**src/rtl/instr_reorder_buf_pkg.sv**
```systemverilog
// -----------------------------------------------------------------------------
// instr_reorder_buf_pkg
// Purpose : Shared types and helpers for the instruction reorder buffer. This
//           is the subset of the ariane_pkg scoreboard entry that the buffer
//           looks at, plus the is_mem_fu / regs_conflict helpers.
// Ports   : none (package)
// -----------------------------------------------------------------------------
package instr_reorder_buf_pkg;

    typedef enum logic [2:0] {
        FU_NONE      = 3'd0,
        FU_LOAD      = 3'd1,
        FU_STORE     = 3'd2,
        FU_ALU       = 3'd3,
        FU_CTRL_FLOW = 3'd4,
        FU_MULT      = 3'd5,
        FU_CSR       = 3'd6,
        FU_FENCE     = 3'd7
    } fu_t;

    typedef struct packed {
        logic [31:0] pc;
        fu_t         fu;
        logic [7:0]  op;
        logic [4:0]  rs1;
        logic [4:0]  rs2;
        logic [4:0]  rd;
        logic        is_rs1_fpr;
        logic        is_rs2_fpr;
        logic        is_rd_fpr;
    } scoreboard_entry_t;

    function automatic logic is_mem_fu(input fu_t fu);
        return (fu == FU_LOAD) || (fu == FU_STORE);
    endfunction

    // CSR accesses and fences must keep their program position
    function automatic logic is_serial_fu(input fu_t fu);
        return (fu == FU_CSR) || (fu == FU_FENCE);
    endfunction

    // Same architectural register: index and register file must agree.
    // x0 is hard-wired, so it never creates a hazard; f0 is a real register.
    function automatic logic reg_match(input logic [4:0] idx_a, input logic fp_a,
                                       input logic [4:0] idx_b, input logic fp_b);
        return (idx_a == idx_b) && (fp_a == fp_b) && (fp_a || (idx_a != 5'd0));
    endfunction

    // True when younger entry sbe_a depends on older entry sbe_b (RAW, WAW or WAR)
    function automatic logic regs_conflict(input scoreboard_entry_t sbe_a,
                                           input scoreboard_entry_t sbe_b);
        logic raw;
        logic waw;
        logic war;
        raw = reg_match(sbe_a.rs1, sbe_a.is_rs1_fpr, sbe_b.rd, sbe_b.is_rd_fpr)
            | reg_match(sbe_a.rs2, sbe_a.is_rs2_fpr, sbe_b.rd, sbe_b.is_rd_fpr);
        waw = reg_match(sbe_a.rd, sbe_a.is_rd_fpr, sbe_b.rd, sbe_b.is_rd_fpr);
        war = reg_match(sbe_a.rd, sbe_a.is_rd_fpr, sbe_b.rs1, sbe_b.is_rs1_fpr)
            | reg_match(sbe_a.rd, sbe_a.is_rd_fpr, sbe_b.rs2, sbe_b.is_rs2_fpr);
        return raw | waw | war;
    endfunction

endpackage

```
**src/rtl/instr_reorder_buf_sel.sv**
```systemverilog
// -----------------------------------------------------------------------------
// instr_reorder_sel
// Purpose : Picks which buffered slot is presented to the scoreboard. Slot 0
//           (oldest) unless it is a memory op stalled on the LSU, in which case
//           the lowest independent non-memory slot inside the window is chosen.
// Ports   : entries_i    - buffer contents, slot 0 oldest
//           count_i      - number of valid slots
//           bypass_en_i  - reordering enable
//           lsu_ready_i  - LSU can accept a memory op
//           sel_o        - selected slot index
// -----------------------------------------------------------------------------
module instr_reorder_sel
    import instr_reorder_buf_pkg::*;
#(
    parameter int unsigned DEPTH  = 4,
    parameter int unsigned WINDOW = 2,
    parameter int unsigned CNT_W  = $clog2(DEPTH + 1),
    parameter int unsigned IDX_W  = $clog2(DEPTH)
) (
    input  scoreboard_entry_t entries_i [DEPTH],
    input  logic [CNT_W-1:0]  count_i,
    input  logic              bypass_en_i,
    input  logic              lsu_ready_i,
    output logic [IDX_W-1:0]  sel_o
);

    logic [DEPTH-1:0] cand;
    logic [DEPTH-1:0] unused_fields;

    assign cand[0] = 1'b0;

    for (genvar gi = 0; gi < DEPTH; gi++) begin : g_fields
        assign unused_fields[gi] = ^{entries_i[gi].pc, entries_i[gi].op};
    end

    for (genvar gi = 1; gi < DEPTH; gi++) begin : g_cand
        localparam bit IN_WINDOW = (gi < WINDOW);
        logic dep_any;

        // Must not depend on any older entry it would overtake
        always_comb begin
            dep_any = 1'b0;
            for (int j = 0; j < gi; j++) begin
                dep_any = dep_any | regs_conflict(entries_i[gi], entries_i[j]);
            end
        end

        assign cand[gi] = IN_WINDOW && (CNT_W'(gi) < count_i)
                        && !is_mem_fu(entries_i[gi].fu)
                        && !is_serial_fu(entries_i[gi].fu)
                        && !dep_any;
    end

    always_comb begin
        sel_o = '0;
        if (bypass_en_i && !lsu_ready_i && (count_i != '0) && is_mem_fu(entries_i[0].fu)) begin
            // Descending scan so the lowest (oldest) candidate wins
            for (int k = DEPTH - 1; k >= 1; k--) begin
                if (cand[k]) begin
                    sel_o = IDX_W'(k);
                end
            end
        end
    end

endmodule

```
**src/rtl/instr_reorder_buf.sv**
```systemverilog
// -----------------------------------------------------------------------------
// instr_reorder_buf
// Purpose : DEPTH-entry compacting reorder buffer between issue_read and the
//           scoreboard. Empty buffer is a zero-latency pass-through; a memory op
//           stalled on the LSU may be overtaken by an independent younger
//           non-memory op. Control-flow instructions are never buffered.
// Ports   : clk_i, rst_ni                   - clock, async active-low reset
//           flush_i                         - discard all buffered entries
//           bypass_en_i                     - reordering enable (0 = FIFO)
//           issue_entry_i/_valid_i          - upstream instruction
//           is_ctrl_flow_i                  - upstream instr is branch/jump
//           issue_instr_ack_o               - upstream instr consumed
//           issue_entry_o/_valid_o          - instruction to scoreboard
//           is_ctrl_flow_o                  - presented instr is control flow
//           issue_instr_ack_i               - scoreboard accepted it
//           lsu_ready_i                     - LSU can take a memory op
//           occupancy_o                     - number of buffered entries
// -----------------------------------------------------------------------------
module instr_reorder_buf
    import instr_reorder_buf_pkg::*;
#(
    parameter int unsigned DEPTH  = 4,
    parameter int unsigned WINDOW = 2,
    parameter int unsigned CNT_W  = $clog2(DEPTH + 1)
) (
    input  logic              clk_i,
    input  logic              rst_ni,
    input  logic              flush_i,
    input  logic              bypass_en_i,
    input  scoreboard_entry_t issue_entry_i,
    input  logic              issue_entry_valid_i,
    input  logic              is_ctrl_flow_i,
    output logic              issue_instr_ack_o,
    output scoreboard_entry_t issue_entry_o,
    output logic              issue_entry_valid_o,
    output logic              is_ctrl_flow_o,
    input  logic              issue_instr_ack_i,
    input  logic              lsu_ready_i,
    output logic [CNT_W-1:0]  occupancy_o
);

    localparam int unsigned IDX_W = $clog2(DEPTH);

    scoreboard_entry_t mem_reg  [DEPTH];
    scoreboard_entry_t mem_next [DEPTH];
    logic [CNT_W-1:0]  count_reg;
    logic [CNT_W-1:0]  count_next;
    logic [CNT_W-1:0]  count_after_pop;
    logic [IDX_W-1:0]  sel_idx;
    logic              empty;
    logic              pop;
    logic              push;

    instr_reorder_sel #(
        .DEPTH  (DEPTH),
        .WINDOW (WINDOW),
        .CNT_W  (CNT_W),
        .IDX_W  (IDX_W)
    ) u_sel (
        .entries_i   (mem_reg),
        .count_i     (count_reg),
        .bypass_en_i (bypass_en_i),
        .lsu_ready_i (lsu_ready_i),
        .sel_o       (sel_idx)
    );

    always_comb begin
        issue_entry_o       = issue_entry_i;
        issue_entry_valid_o = issue_entry_valid_i;
        is_ctrl_flow_o      = is_ctrl_flow_i;
        issue_instr_ack_o   = 1'b0;
        push                = 1'b0;
        empty               = (count_reg == '0);
        pop                 = !empty && issue_instr_ack_i;

        if (empty) begin
            // Pass-through; anything non-ctrl-flow the scoreboard refuses is captured
            issue_instr_ack_o = issue_instr_ack_i | (issue_entry_valid_i & !is_ctrl_flow_i);
            push              = issue_entry_valid_i & !issue_instr_ack_i & !is_ctrl_flow_i;
        end else begin
            issue_entry_o       = mem_reg[sel_idx];
            issue_entry_valid_o = 1'b1;
            is_ctrl_flow_o      = 1'b0;
            // Ctrl flow waits for drain so it never passes a buffered entry
            issue_instr_ack_o   = issue_entry_valid_i & !is_ctrl_flow_i
                                & ((count_reg < CNT_W'(DEPTH)) | pop);
            push                = issue_instr_ack_o;
        end

        count_after_pop = count_reg - CNT_W'(pop);
        count_next      = flush_i ? '0 : (count_after_pop + CNT_W'(push));
    end

    // Per slot: close the gap left by the popped entry, then append at the tail
    for (genvar gi = 0; gi < DEPTH; gi++) begin : g_slot
        scoreboard_entry_t shifted;
        if (gi < DEPTH - 1) begin : g_shift
            assign shifted = (pop && (IDX_W'(gi) >= sel_idx)) ? mem_reg[gi+1] : mem_reg[gi];
        end else begin : g_last
            assign shifted = mem_reg[gi];
        end
        assign mem_next[gi] = (push && !flush_i && (count_after_pop == CNT_W'(gi)))
                            ? issue_entry_i : shifted;
    end

    always_ff @(posedge clk_i or negedge rst_ni) begin
        if (!rst_ni) begin
            count_reg <= '0;
            for (int i = 0; i < DEPTH; i++) begin
                mem_reg[i] <= '0;
            end
        end else begin
            count_reg <= count_next;
            for (int i = 0; i < DEPTH; i++) begin
                mem_reg[i] <= mem_next[i];
            end
        end
    end

    assign occupancy_o = count_reg;

endmodule
```
**config.mk**
```make
export PLATFORM = sky130hd
export DESIGN_NAME = instr_reorder_buf
export DESIGN_NICKNAME = d
export VERILOG_FILES = /design/src/rtl/instr_reorder_buf_pkg.sv /design/src/rtl/instr_reorder_buf_sel.sv /design/src/rtl/instr_reorder_buf.sv
export SDC_FILE = /design/constraint.sdc
export NUM_CORES = 1
export LEC_CHECK = 0
export CELL_PAD_IN_SITES_DETAIL_PLACEMENT = 0
export CELL_PAD_IN_SITES_GLOBAL_PLACEMENT = 2
export CORE_UTILIZATION = 25
export DETAILED_ROUTE_END_ITERATION = 10
export PLACE_DENSITY_LB_ADDON = 0.05
export SYNTH_ARGS = -nofsm -noshare
export SYNTH_HDL_FRONTEND = slang
export SYNTH_SLANG_ARGS = --single-unit
```
**constraint.sdc**
```tcl
create_clock -name clk_i -period 3.3 [get_ports clk_i]
set_clock_uncertainty 0.2 [all_clocks]
set_input_delay 0.66 -clock clk_i [delete_from_list [all_inputs] [get_ports clk_i]]
set_output_delay 0.66 -clock clk_i [all_outputs]
set_load 0.01 [all_outputs]
```
==> metrics.txt <==
maxcap violations 0; starting density of the core 25.3%; drt pass-1 iters 5; syn_nets about 1500; worst endpoint required time 2.44 ns; clock sink count roughly 250; root buffer cell clkbuf_16; initial antenna violation count 0; ys flop type dfrtp_1; clock latency at the later pin of the worst-skew pair 0.58 ns; core area 50000 µm²; DIE AREA 51400 µm²; final instance area 17500 µm²; Placement Rows 82; Worst setup EP type output pin; ANT nets after route 0; vias in the first global route 11500; Period Utilization, post-route 118%; placed inst area 15700 µm²; die width around 230 µm; Async SR Flop Fraction 100%; worst hold path class flip-flop to flip-flop; first-pass GRT wire length 72500 µm; register area share after synthesis 48.9%; Tot GR Track Use 18.4%; CTS tree yes; top cells by area, synth dfrtp_1, nand2_1, a31oi_1; Max VDD drop between 0.4 and 0.5 mV; largest net degree at the start of global routing 72; FMAX 256 MHz; final WL approximately 48000 µm; Crit Path Max Fanout 5; fin crit period roughly 4 ns; total gr overflow 0; Final GP Congestion 0.754; clk slew on worst S/H paths 0.06 ns; Fin Setup TNS -32.11 ns; PortBufs 135; Via density approximately 4.9; failing checks negative setup slack; synthesized instance count about 1400; Yosys top cell by area dfrtp_1; Post-synth EDFFs 0; crit start category flip-flop; status finished, violations left; Post-route DRC 0; antenna cells 0; Avg Inst Size Synth around 9 µm²; Routed WL per cell 20.8 µm; crit path DAT 3.04 ns; Worst Setup Slack, final -0.604 ns; slew margin rel. 54.0%; YS warnings 0; Hold Crit Depth 1; max reg flops roughly 180; CTS max path bufs 3; final hold vios 0; placed cells 2191; P_leak 7.65 nW; Post-DP HPWL 29700 µm; Clock H-tree levels 1; Reg2Reg Depth 15; Final Non-Filler Cells between 2000 and 2500; DR vias 11400; Finish-stage setup viols 85; Die Y 227 µm; TritonCTS Buffers 31; CP Class flip-flop to output pin; Synth top area share 48.9%; Synth cell types 39; register bit total from synthesis 247; layout cell share with drive strength beyond 1 22.2%; slew of the pin with the lowest slew margin 0.690 ns; fin util approximately a third; # nets final 1677; P&R area growth vs syn 38.1%; Slew Viols, Final 0; First DRT Iteration DRCs 635; Syn Std Cell Area 12600 µm²; Pwr Density 1040 nW/µm²; I/O Pins approximately 140; RSZ-0062 raised after global routing yes
==> critical path: stages (launching register included) <==
cell and delay, ns:
dfrtp_1 0.41, buf_6 0.14, xnor2_2 0.13, nand3_2 0.11, a2111oi_4 0.47, nor3_4 0.07
buf_6 0.13, and2_4 0.15, buf_12 0.13, buf_4 0.13, buf_12 0.13, buf_4 0.12
o211ai_1 0.16, buf_2 0.16
==> cell usage after synthesis (2+ instances only) <==
master	count
buf_1	6
xor2_1	22
nor2_1	128
a2111oi_2	2
nor3_1	2
or4_1	3
and2_1	2
ha_1	4
o211ai_1	56
nand2_1	364
o21ai_1	3
clkbuf_1	88
buf_4	5
nand2b_1	2
inv_1	5
nor4_1	3
nor2b_1	4
and3_1	2
mux2_1	61
a21oi_1	5
dfrtp_1	247
a221o_1	65
nand3_1	61
nor4b_1	61
buf_2	33
a31oi_1	123
xnor2_1	10
a211oi_2	2
==> layout make-up <==
| cell class | instances | area [µm²] |
|---|---|---|
| inverters | 5 | 21.3 |
| clock buffers | 53 | 968 |
| flip-flops and latches | 247 | 6190 |
| clock inverters | 4 | 22.5 |
| well taps | 672 | 841 |
| repair buffers | 323 | 3180 |
| multi-input cells | 996 | 6230 |
| fillers | 5157 | 32500 |
==> metrics by stage <==
| step | setup slack (ns) | hold slack [ns] | power, W |
|---|---|---|---|
| final | -0.604 | 0.283 | 0.0181 |
| after CTS | -0.685 | 0.288 | 0.0178 |
| after global routing | -0.781 | 0.293 | 0.0193 |
| after detailed placement | -0.665 | 0.275 | 0.0143 |
| after global placement | -0.683 | 0.267 | 0.0143 |
| after floorplan | 0.00787 | 0.164 | 0.00961 |
==> worst paths after layout <==
kind	end	slack, ns	from
min in group asynchronous	mem_reg[204]$_DFFE_PN0P_	0.42	rst_ni
worst max register to register	mem_reg[203]$_DFFE_PN0P_	-0.05	mem_reg[131]$_DFFE_PN0P_
worst min-delay path	g_slot[3].shifted[56]$_DFFE_PN0P_	0.28	g_slot[3].shifted[56]$_DFFE_PN0P_
worst max-delay path	issue_entry_o[47]	-0.60	mem_reg[131]$_DFFE_PN0P_
max in group asynchronous	g_slot[3].shifted[38]$_DFFE_PN0P_	1.63	rst_ni
worst min register to register	g_slot[3].shifted[56]$_DFFE_PN0P_	0.28	g_slot[3].shifted[56]$_DFFE_PN0P_
==> cell usage in the layout (no fill, tap or decap), types with 37 or more instances in the layout <==
cell type | Yosys | routed
o211ai_1 | 56 | 56
a221o_1 | 65 | 65
mux2_1 | 61 | 61
buf_4 | 5 | 114
a31oi_1 | 123 | 122
buf_2 | 33 | 61
clkbuf_16 | 0 | 37
dfrtp_1 | 247 | 242
buf_12 | 0 | 38
nor4b_1 | 61 | 61
nand2_1 | 364 | 364
clkdlybuf4s50_1 | 0 | 72
nor2_1 | 128 | 127
==> what timing repair did <==
| item | 4_1_cts | 5_1_grt |
|---|---|---|
| hold buffers | 1 | 0 |
| gates cloned | 5 | 6 |
| resized for setup | 310 | 49 |
| buffers inserted | 37 | 15 |
| hold endpoints to repair | 66 | 0 |
| endpoints found under the setup margin | 63 | 62 |
| pin swaps | 36 | 50 |
==> where the power goes <==
part / internal [W] / switching [W]
logic: 0.00417 / 0.00545
clock network: 0.00197 / 0.00139
registers: 0.00421 / 0.000895
total: 0.0103 / 0.00773
==> kinds of logic (layout without fill, tap and decap cells) <==
logic type / Yosys count / count (layout) / share of synthesized area [%]
fa+ha+maj: 4 / 4 / 0.396
buf+inv: 137 / 385 / 4.55
simple gates: 637 / 637 / 22.7
flops: 247 / 247 / 48.9
xor+xnor: 32 / 32 / 2.22
compound gates: 262 / 262 / 15.8
mux: 61 / 61 / 5.44
==> layer usage <==
layer  global-route usage (%)  routed length [µm]
met1                     26.3               23300
met2                     29.4               21900
met3                     2.25                1580
met4                     4.34                1230
met5                        0                   0
No activity file was read; power rests on OpenSTA's default activity.
